$ cat src/rtl/serial_word_comparator_pkg.sv
// ---------------------------------------------------------------------------
// serial_word_comparator_pkg
//   Shared encodings for the serial word comparator:
//     - FSM state codes (SWC_IDLE / SWC_RUN / SWC_DONE)
//     - running verdict codes (V_EQ / V_GT / V_LT)
//   It also provides the helper that folds one digit's result into the
//   running verdict.
// ---------------------------------------------------------------------------
package serial_word_comparator_pkg;

  localparam logic [1:0] SWC_IDLE = 2'd0;
  localparam logic [1:0] SWC_RUN  = 2'd1;
  localparam logic [1:0] SWC_DONE = 2'd2;

  localparam logic [1:0] V_EQ = 2'd0;
  localparam logic [1:0] V_GT = 2'd1;
  localparam logic [1:0] V_LT = 2'd2;

  // Once a digit has decided the order, later digits cannot change it.
  // dig is the slice output packed as {gt, eq, lt}, which is one-hot.
  function automatic logic [1:0] merge_verdict(input logic [1:0] cur,
                                               input logic [2:0] dig);
    logic [1:0] res;
    res = cur;
    if (cur == V_EQ) begin
      case (dig)
        3'b100:  res = V_GT;
        3'b001:  res = V_LT;
        default: res = V_EQ;
      endcase
    end
    return res;
  endfunction

endpackage

$ cat src/rtl/cmp2_slice.sv
// ---------------------------------------------------------------------------
// cmp2_slice
//   Purely combinational magnitude compare of one 2-bit unsigned digit.
//   Ports:
//     a1, a0  in  digit of operand A (a1 = MSB)
//     b1, b0  in  digit of operand B (b1 = MSB)
//     gt      out {a1,a0} >  {b1,b0}
//     eq      out {a1,a0} == {b1,b0}
//     lt      out {a1,a0} <  {b1,b0}
//   Exactly one of gt/eq/lt is high.
// ---------------------------------------------------------------------------
module cmp2_slice (
  input  logic a1,
  input  logic a0,
  input  logic b1,
  input  logic b0,
  output logic gt,
  output logic eq,
  output logic lt
);

  logic hi_eq;

  assign hi_eq = ~(a1 ^ b1);
  assign gt    = (a1 & ~b1) | (hi_eq & a0 & ~b0);
  assign eq    = hi_eq & ~(a0 ^ b0);
  assign lt    = ~gt & ~eq;

endmodule

$ cat src/rtl/serial_word_comparator.sv
// ---------------------------------------------------------------------------
// serial_word_comparator
//   Multi-cycle unsigned magnitude comparator. The two operands are walked
//   MSB-first, one 2-bit digit per clock, through cmp2_slice. The first
//   non-equal digit fixes the verdict. Results are registered and held until
//   the next completion.
//
//   Parameters:
//     WIDTH  operand width (even, >= 2); N = WIDTH/2 digits
//
//   Ports:
//     clk    in   system clock, rising edge
//     rst    in   asynchronous active-high reset
//     start  in   request, sampled only in IDLE
//     a, b   in   operands, captured on the accepted start edge
//     busy   out  high while comparing (RUN)
//     done   out  one-cycle completion pulse (DONE)
//     gt     out  a >  b, held until next completion
//     eq     out  a == b, held until next completion
//     lt     out  a <  b, held until next completion
//
//   Build option:
//     SWC_EARLY_EXIT_EN  when defined, RUN ends on the first non-equal digit
//                        instead of always consuming all N digits.
// ---------------------------------------------------------------------------
module serial_word_comparator
  import serial_word_comparator_pkg::*;
#(
  parameter int WIDTH = 8
) (
  input  logic             clk,
  input  logic             rst,
  input  logic             start,
  input  logic [WIDTH-1:0] a,
  input  logic [WIDTH-1:0] b,
  output logic             busy,
  output logic             done,
  output logic             gt,
  output logic             eq,
  output logic             lt
);

  localparam int N  = WIDTH / 2;
  localparam int CW = $clog2(N + 1);

  logic [1:0]       state;
  logic [WIDTH-1:0] sa;
  logic [WIDTH-1:0] sb;
  logic [CW-1:0]    cnt;
  logic [1:0]       verdict;

  logic             dig_gt;
  logic             dig_eq;
  logic             dig_lt;
  logic [1:0]       nxt_verdict;
  logic             last_digit;

  // Only the current top digit of each shift register is ever examined.
  cmp2_slice u_slice (
    .a1 (sa[WIDTH-1]),
    .a0 (sa[WIDTH-2]),
    .b1 (sb[WIDTH-1]),
    .b0 (sb[WIDTH-2]),
    .gt (dig_gt),
    .eq (dig_eq),
    .lt (dig_lt)
  );

  always_comb begin
    nxt_verdict = merge_verdict(verdict, {dig_gt, dig_eq, dig_lt});
`ifdef SWC_EARLY_EXIT_EN
    // The verdict is still EQ on entry to every RUN cycle. A non-EQ result
    // here therefore means this digit is the first mismatch.
    last_digit  = (cnt == CW'(1)) || (nxt_verdict != V_EQ);
`else
    last_digit  = (cnt == CW'(1));
`endif
  end

  always_ff @(posedge clk or posedge rst) begin
    if (rst) begin
      state   <= SWC_IDLE;
      sa      <= '0;
      sb      <= '0;
      cnt     <= '0;
      verdict <= V_EQ;
      gt      <= 1'b0;
      eq      <= 1'b0;
      lt      <= 1'b0;
    end else begin
      case (state)
        SWC_IDLE: begin
          if (start) begin
            sa      <= a;
            sb      <= b;
            cnt     <= CW'(N);
            verdict <= V_EQ;
            state   <= SWC_RUN;
          end
        end
        SWC_RUN: begin
          sa      <= sa << 2;
          sb      <= sb << 2;
          cnt     <= cnt - CW'(1);
          verdict <= nxt_verdict;
          if (last_digit) begin
            state <= SWC_DONE;
            gt    <= (nxt_verdict == V_GT);
            eq    <= (nxt_verdict == V_EQ);
            lt    <= (nxt_verdict == V_LT);
          end
        end
        SWC_DONE: begin
          state <= SWC_IDLE;
        end
        default: begin
          state <= SWC_IDLE;
        end
      endcase
    end
  end

  assign busy = (state == SWC_RUN);
  assign done = (state == SWC_DONE);

endmodule
$ cat config.mk
export PLATFORM = sky130hd
export DESIGN_NAME = serial_word_comparator
export DESIGN_NICKNAME = d
export VERILOG_FILES = /design/src/rtl/serial_word_comparator_pkg.sv /design/src/rtl/cmp2_slice.sv /design/src/rtl/serial_word_comparator.sv
export SDC_FILE = /design/constraint.sdc
export NUM_CORES = 1
export LEC_CHECK = 0
export ABC_AREA = 1
export ABC_CLOCK_PERIOD_IN_PS = 1720
export BUFFER_PORTS_ARGS = -buffer_cell sky130_fd_sc_hd__buf_4
export CORE_MARGIN = 1
export CORE_UTILIZATION = 30
export CTS_CLUSTER_DIAMETER = 40
export DETAILED_ROUTE_END_ITERATION = 7
export GPL_TIMING_DRIVEN = 1
export SLEW_MARGIN = 5
export SYNTH_ARGS = -nofsm -noshare
export SYNTH_HDL_FRONTEND = slang
export SYNTH_SLANG_ARGS = --single-unit
export TNS_END_PERCENT = 5
$ cat constraint.sdc
create_clock -name clk -period 1.72 [get_ports clk]
set_input_delay 0.086 -clock clk [delete_from_list [all_inputs] [get_ports clk]]
set_output_delay 0.086 -clock clk [all_outputs]
set_load 0.01 [all_outputs]
==> results.txt, run 1 <==
Clk buf depth - 2
Vias/cell - 4.70
Placed cell areas - 1460 µm²
Power, Total - 2.66 mW
Post-route ant nets - 0
Post-Syn Area - 1240 µm²
Fin crit share - 85.0%
Setup Viol. Count Final - 0
Syn nets - 159
Initial Util - 31.1%
Hold Violations, Final - 0
Count of maximum capacitance violations - 0
Cells on worst reg2reg path - 6
Post-DP HPWL - 1.86 mm
EDFF count, synth - 0
Layout cells sized above 1 - 22.1%
Critical path endpoint - busy
Die span in x - 66.4 µm
Unrepaired setup endpoints after global routing - no
First-pass GRT wire length - 4.44 mm
DRC - 0
TritonCTS clock tree - done
Total track usage - 13.4%
Row count - 23
Clock transition at path regs - 90 ps
Antenna fix cells - 0
Worst hold path type - primary input to flip-flop
Slew HR - 69.3%
Critical Path Sink Type - primary output
Yosys warning count - 0
Post-synth top flop - dfrtp_1
Clock sink total - 26
CTS Buf Count - 3
Commonest cells in the netlist - nand2_1, dfrtp_1, inv_1
PD cells - 1730 nW/µm²
WS Path Type - flip-flop to primary output
Worst R2R Setup Slack - 420 ps
Number of I/O pins - 24
RR Startpoint - state[1]$_DFFE_PP0P_
Status - finished clean
Crit path DAT - 1380 ps
Overflow after GRT - 0
Wire per inst - 12.0 µm
Clock Skew - 6.23 ps
Clock latency on the worst-skew pair - 270 ps
Final setup TNS - 0 ps
Max Slew Vio Count - 0
CP Launch Type - flip-flop
Static leakage - 0.783 nW
Setup slack at placement - 413 ps
Least-Margin Pin Slew - 460 ps
M3 GR Usage - 3.79%
Layout Nets - 186
Drt pass-1 iters - 4
WL final - 2.56 mm
Largest net degree at the start of global routing - 27
Syn_area_per_cell - 9.08 µm²
Setup repair bufs after CTS - 0
Min cycle time layout - 1460 ps
GRT met2 Usage - 23.3%
Synth area leader - dfrtp_1
Setup crit start - state[1]$_DFFE_PP0P_
Floorplan core area - 4000 µm²
Sequential Power Share - 38.1%
Cts hold-fix bufs - 1
Busiest grt layer - met2
RR Endpoint - cnt[2]$_DFFE_PP0P_
Clock power share - 19.2%
Design area - 1540 µm²
# fillers - 413
Die area - 4410 µm²
H-Tree Level Count - 1
P_sw - 1.04 mW
Sequential share of the synthesized area - 52.3%
Post-CTS Resized - 0
Gpl congestion - 0.709
Net Sw Frac - 39.3%
Met1 Use GR - 16.0%
CP max FO - 15
Post-synth ARST share - 100%
Yosys reg bits - 26
DRT iter0 DRCs - 33
Most frequent cell after synthesis - nand2_1
Port Buffers - 23
Die Y - 66.4 µm
Internal Power - 1.61 mW
Gate power share - 42.6%
Synth top area cells - dfrtp_1, nand2_1, inv_1, nand3_1, o21ai_0
Vias in the first global route - 1011
Layout area overhead - 23.6%
Synth Instances - 137
Root buffer cell - clkbuf_8
Fmax - 684 MHz
Setup ws final - 258 ps
Via count - 1001
Critical path required time - 1630 ps
Post-synth top area share - 52.3%
Peak VDD IR - 0.000694 V
Antenna violations before repair - 0
Synth unique cells - 20
==> layout by cell type (no fill, tap or decap) <==
cell type,synthesis,final
o211ai_1,5,5
nand3_1,10,10
nand2_1,42,42
nand2_4,1,1
nand3_2,1,1
nor2_1,3,3
o21ai_0,9,9
clkbuf_8,0,3
nor2_4,1,1
nand2_2,2,2
bufinv_16,0,1
o22ai_1,1,1
dfrtp_1,26,26
inv_2,1,1
a22o_1,4,4
inv_1,18,18
nand4_1,2,2
buf_4,2,25
ha_1,3,3
dlygate4sd3_1,0,1
o221ai_1,3,3
nor2_8,1,1
==> routing by layer <==
layer	share of wire [%]	wire, µm	up-vias
met3	4.9	124	2
met4	0.74	19	0
met1	45	1160	473
li1	-	-	496
met2	49	1260	30
met5	0	0	-
==> stage by stage <==
step                      std cells  hold WS, ps  utilization [%]
after floorplan                 137          126                -
after global placement          208          164             36.4
after detailed placement        208          168             36.4
after CTS                       213         17.2             38.4
after global routing            213         23.8             38.4
final                           213         21.7             38.4
==> layout make-up <==
class / count / area (µm²) / area share, %
Clock buffer: 3 / 41.3 / 2.69
Clock inverter: 1 / 30.0 / 1.95
Inverter: 19 / 71.3 / 4.64
Multi-Input combinational cell: 88 / 484 / 31.5
Sequential cell: 26 / 651 / 42.3
Tap cell: 50 / 62.6 / 4.07
Timing Repair Buffer: 26 / 198 / 12.9
==> power groups by stage <==
stage / registers, mW / logic (mW) / clock network [mW]
finish: 1.01 / 1.13 / 0.511
detailed placement: 1.03 / 1.14 / 0
global placement: 1.01 / 1.11 / 0
floorplan: 1.00 / 0.884 / 0
CTS: 1.02 / 1.16 / 0.526
global route: 1.04 / 1.32 / 0.540
==> worst max-delay path, cell delays in order (launching register included) <==
cell     delay, ps
dfrtp_1        370
inv_1          110
nand2_2         70
inv_1          350
buf_4          210
==> registers in the layout, indices dropped and copies added, names as in the netlist <==
signal and count:
sb 8, cnt 3, eq 1, verdict 2, lt 1, gt 1
sa 8, state 2
==> how the worst min path moves through the flow <==
stage | start | endpoint | slack, ps | cells past startpoint
2_1_floorplan | rst | cnt[0]$_DFFE_PP0P_ | 130 | 1
3_3_place_gp | rst | sb[2]$_DFFE_PP0P_ | 160 | 3
3_5_place_dp | rst | sb[2]$_DFFE_PP0P_ | 170 | 3
4_1_cts | b[2] | sb[2]$_DFFE_PP0P_ | 20 | 3
5_1_grt | b[2] | sb[2]$_DFFE_PP0P_ | 20 | 3
6_report | b[2] | sb[2]$_DFFE_PP0P_ | 20 | 3
==> kinds of logic after synthesis <==
kind of cell    after synthesis  share of synthesized area, %
compound gates               22                          12.1
fa+ha+maj                     3                          3.02
flops                        26                          52.3
simple gates                 63                          23.8
buf+inv                      23                          8.75
No activity file was read; power rests on OpenSTA's default activity.
==> run 2: changes to the inputs <==
--- a/config.mk
+++ b/config.mk
@@ -5,8 +5,8 @@
 export SDC_FILE = /design/constraint.sdc
 export NUM_CORES = 1
 export LEC_CHECK = 0
-export ABC_AREA = 1
-export ABC_CLOCK_PERIOD_IN_PS = 1720
+export ABC_AREA = 0
+export ABC_CLOCK_PERIOD_IN_PS = 1200
 export BUFFER_PORTS_ARGS = -buffer_cell sky130_fd_sc_hd__buf_4
 export CORE_MARGIN = 1
 export CORE_UTILIZATION = 30
==> constraint.sdc (replaced) <==
create_clock -name clk -period 1.2 [get_ports clk]
set_input_delay 0.06 -clock clk [delete_from_list [all_inputs] [get_ports clk]]
set_output_delay 0.06 -clock clk [all_outputs]
set_load 0.01 [all_outputs]
==> results.txt, run 2 <==
Placed cell areas - 1520 µm²
Gate power share - 52.1%
Unrepaired setup endpoints after global routing - yes
CP top delay family - flip-flops
Internal Power - 2.74 mW
Floorplan core area - 3770 µm²
Clock power share - 12.9%
Drt pass-1 iters - 5
Post-DP HPWL - 1.97 mm
XOR/XNOR Fraction of Synth Area - 0%
Post-synth top area share - 53.7%
Yosys reg bits - 26
CP max stage cell - dfrtp_1
WP buf/inv - 3
Total track usage - 15.7%
M3 GR Usage - 3.13%
Die span in x - 65.5 µm
Hold Violations, Final - 0
Busiest grt layer - met2
CP max FO - 10
Final non-filler cell total - 220
RR Startpoint - state[1]$_DFFE_PP0P_
Clock sink total - 26
P_sw - 1.69 mW
Largest net degree at the start of global routing - 27
Peak VDD IR - 0.00103 V
Cells on worst reg2reg path - 7
Net Sw Frac - 38.2%
Post-synthesis mux area share - 0%
Power, Total - 4.43 mW
Syn_area_per_cell - 9.69 µm²
CTS Buf Count - 3
Syn nets - 147
Least-Margin Pin Slew - 336 ps
Post-Syn Area - 1210 µm²
Design area - 1760 µm²
Slew HR - 77.6%
Antenna violations before repair - 0
Setup Viol. Count Final - 19
First-pass GRT wire length - 4.98 mm
Number of I/O pins - 24
Synth Instances - 125
DRC - 0
Main combinational cell family by area after synthesis - simple AND/OR/NAND/NOR gates
Setup slack at placement - -98.2 ps
Max incr delay on CP - 410 ps
Post-synth top flop - dfrtp_1
Clock Skew - 1.20 ps
Fmax - 779 MHz
Setup crit start - state[1]$_DFFE_PP0P_
Vias/cell - 4.76
Row count - 22
Commonest cells after routing, fill and taps aside - nand2_1, buf_4, dfrtp_1, a22oi_1, buf_6
Critical Path Sink Type - flip-flop
Sequential share of the synthesized area - 53.7%
CP Launch Type - flip-flop
Wire per inst - 13.2 µm
Min cycle time layout - 1280 ps
Vias in the first global route - 1100
Met1 Use GR - 19.5%
Clock transition at path regs - 90 ps
Most common cell after layout, fill and taps aside - nand2_1
Antenna fix cells - 0
DRT iter0 DRCs - 19
Post-route ant nets - 0
Crit-path cells - buf_6, nor3b_4, buf_6, nor2_4, buf_12, nand2_1, nand2_1
Initial Util - 32.1%
Via count - 1048
Hold Crit Depth - 3
Failing checks - negative setup slack
Final Hold Slack - 6.75 ps
Port Buffers - 23
RR Endpoint - sb[3]$_DFFE_PP0P_
# fillers - 344
Layout Nets - 195
Gpl congestion - 0.699
Max Slew Vio Count - 0
Commonest cells in the netlist - nand2_1, dfrtp_1, a22oi_1
TritonCTS clock tree - done
Hold Startpoint - a[1]
GRT met2 Usage - 26.2%
WS Path Type - flip-flop to flip-flop
Worst hold path type - primary input to flip-flop
Hold path endpoint - sa[1]$_DFFE_PP0P_
Sequential Power Share - 35.0%
Static leakage - 0.856 nW
EDFF count, synth - 0
Synth unique cells - 23
Crit path DAT - 1450 ps
PD cells - 2520 nW/µm²
Root buffer cell - clkbuf_8
H-Tree Level Count - 1
Setup ws final - -84.3 ps
Critical path required time - 1360 ps
Status - finished with violations
Layout area overhead - 44.9%
Synth area leader - dfrtp_1
Post-synth ARST share - 100%
Overflow after GRT - 0
Die Y - 65.5 µm
Adder-Cell Fraction of Synth Area - 3.10%
Compound-Gate Fraction of Synth Area - 17.1%
Count of maximum capacitance violations - 0
Fin crit share - 107%
Placed cells - 205
Clock latency on the worst-skew pair - 270 ps
Simple-Gate Fraction of Synth Area - 19.5%
Most frequent cell after synthesis - nand2_1
WL final - 2.91 mm
Top Registers - sa: 8 flops, sb: 8 flops, cnt: 3 flops
Yosys warning count - 0
Clk buf depth - 2
Layout cells sized above 1 - 38.4%
Die area - 4300 µm²
Synth top area cells - dfrtp_1, nand2_1, a22oi_1, ha_1, o21ai_0
Worst R2R Setup Slack - -80 ps
[run 2: what timing repair did]
action | in CTS | in global routing
gates cloned | 2 | 0
setup endpoints to repair | 22 | 26
pin swaps | 6 | 1
resized for setup | 20 | 10
hold buffers | 4 | 0
setup buffers | 5 | 0
endpoints found under the hold margin | 29 | 0
[run 2: per-stage QoR]
step / setup TNS, ps / utilization (%)
6_report: -1040 / 46.5
5_1_grt: -2930 / 46.5
4_1_cts: -849 / 46.0
3_5_place_dp: -390 / 40.4
3_3_place_gp: -100 / 40.4
2_1_floorplan: 0 / -
[run 2: worst max path at each step]
stage / end / slack, ps / cells past startpoint
6_report: sb[3]$_DFFE_PP0P_ / -80 / 7
5_1_grt: sb[3]$_DFFE_PP0P_ / -170 / 7
4_1_cts: sb[7]$_DFFE_PP0P_ / -60 / 6
3_5_place_dp: verdict[0]$_DFFE_PP0P_ / -100 / 6
3_3_place_gp: gt$_DFFE_PP0P_ / -40 / 5
2_1_floorplan: sa[2]$_DFFE_PP0P_ / 20 / 7
[run 2: area by class of cell]
cell class              instances  area [µm²]  area share, %
inverters                       8        35.0           2.00
flip-flops and latches         26         652           37.1
well taps                      48        60.1           3.42
repair buffers                 48         424           24.2
multi-input cells              86         529           30.1
clock buffers                   4        55.1           3.14
[run 2: logic make-up (layout without fill, tap and decap cells)]
kind of cell | count (synthesis) | after routing
compound gates | 31 | 31
fa+ha+maj | 3 | 3
buf+inv | 13 | 60
flops | 26 | 26
simple gates | 52 | 52
[run 2: worst register-to-register path, cell delays in order (launching register included)]
cell     delay, ps
dfrtp_1        410
buf_6          130
nor3b_4        210
buf_6          140
nor2_4          40
buf_12         130
nand2_1         70
nand2_1         50
[run 2: power groups by stage]
stage | clock network (mW) | registers [mW] | logic, mW
6_report | 0.573 | 1.55 | 2.31
5_1_grt | 0.636 | 1.59 | 2.54
4_1_cts | 0.587 | 1.55 | 2.26
3_5_place_dp | 0 | 1.54 | 1.88
3_3_place_gp | 0 | 1.50 | 1.83
2_1_floorplan | 0 | 1.49 | 1.24
[run 2: per-layer routing]
| metal | share of wire, % | vias up |
|---|---|---|
| li1 | - | 516 |
| met1 | 45 | 509 |
| met2 | 51 | 19 |
| met3 | 2.8 | 4 |
| met4 | 1.6 | 0 |
| met5 | 0 | - |
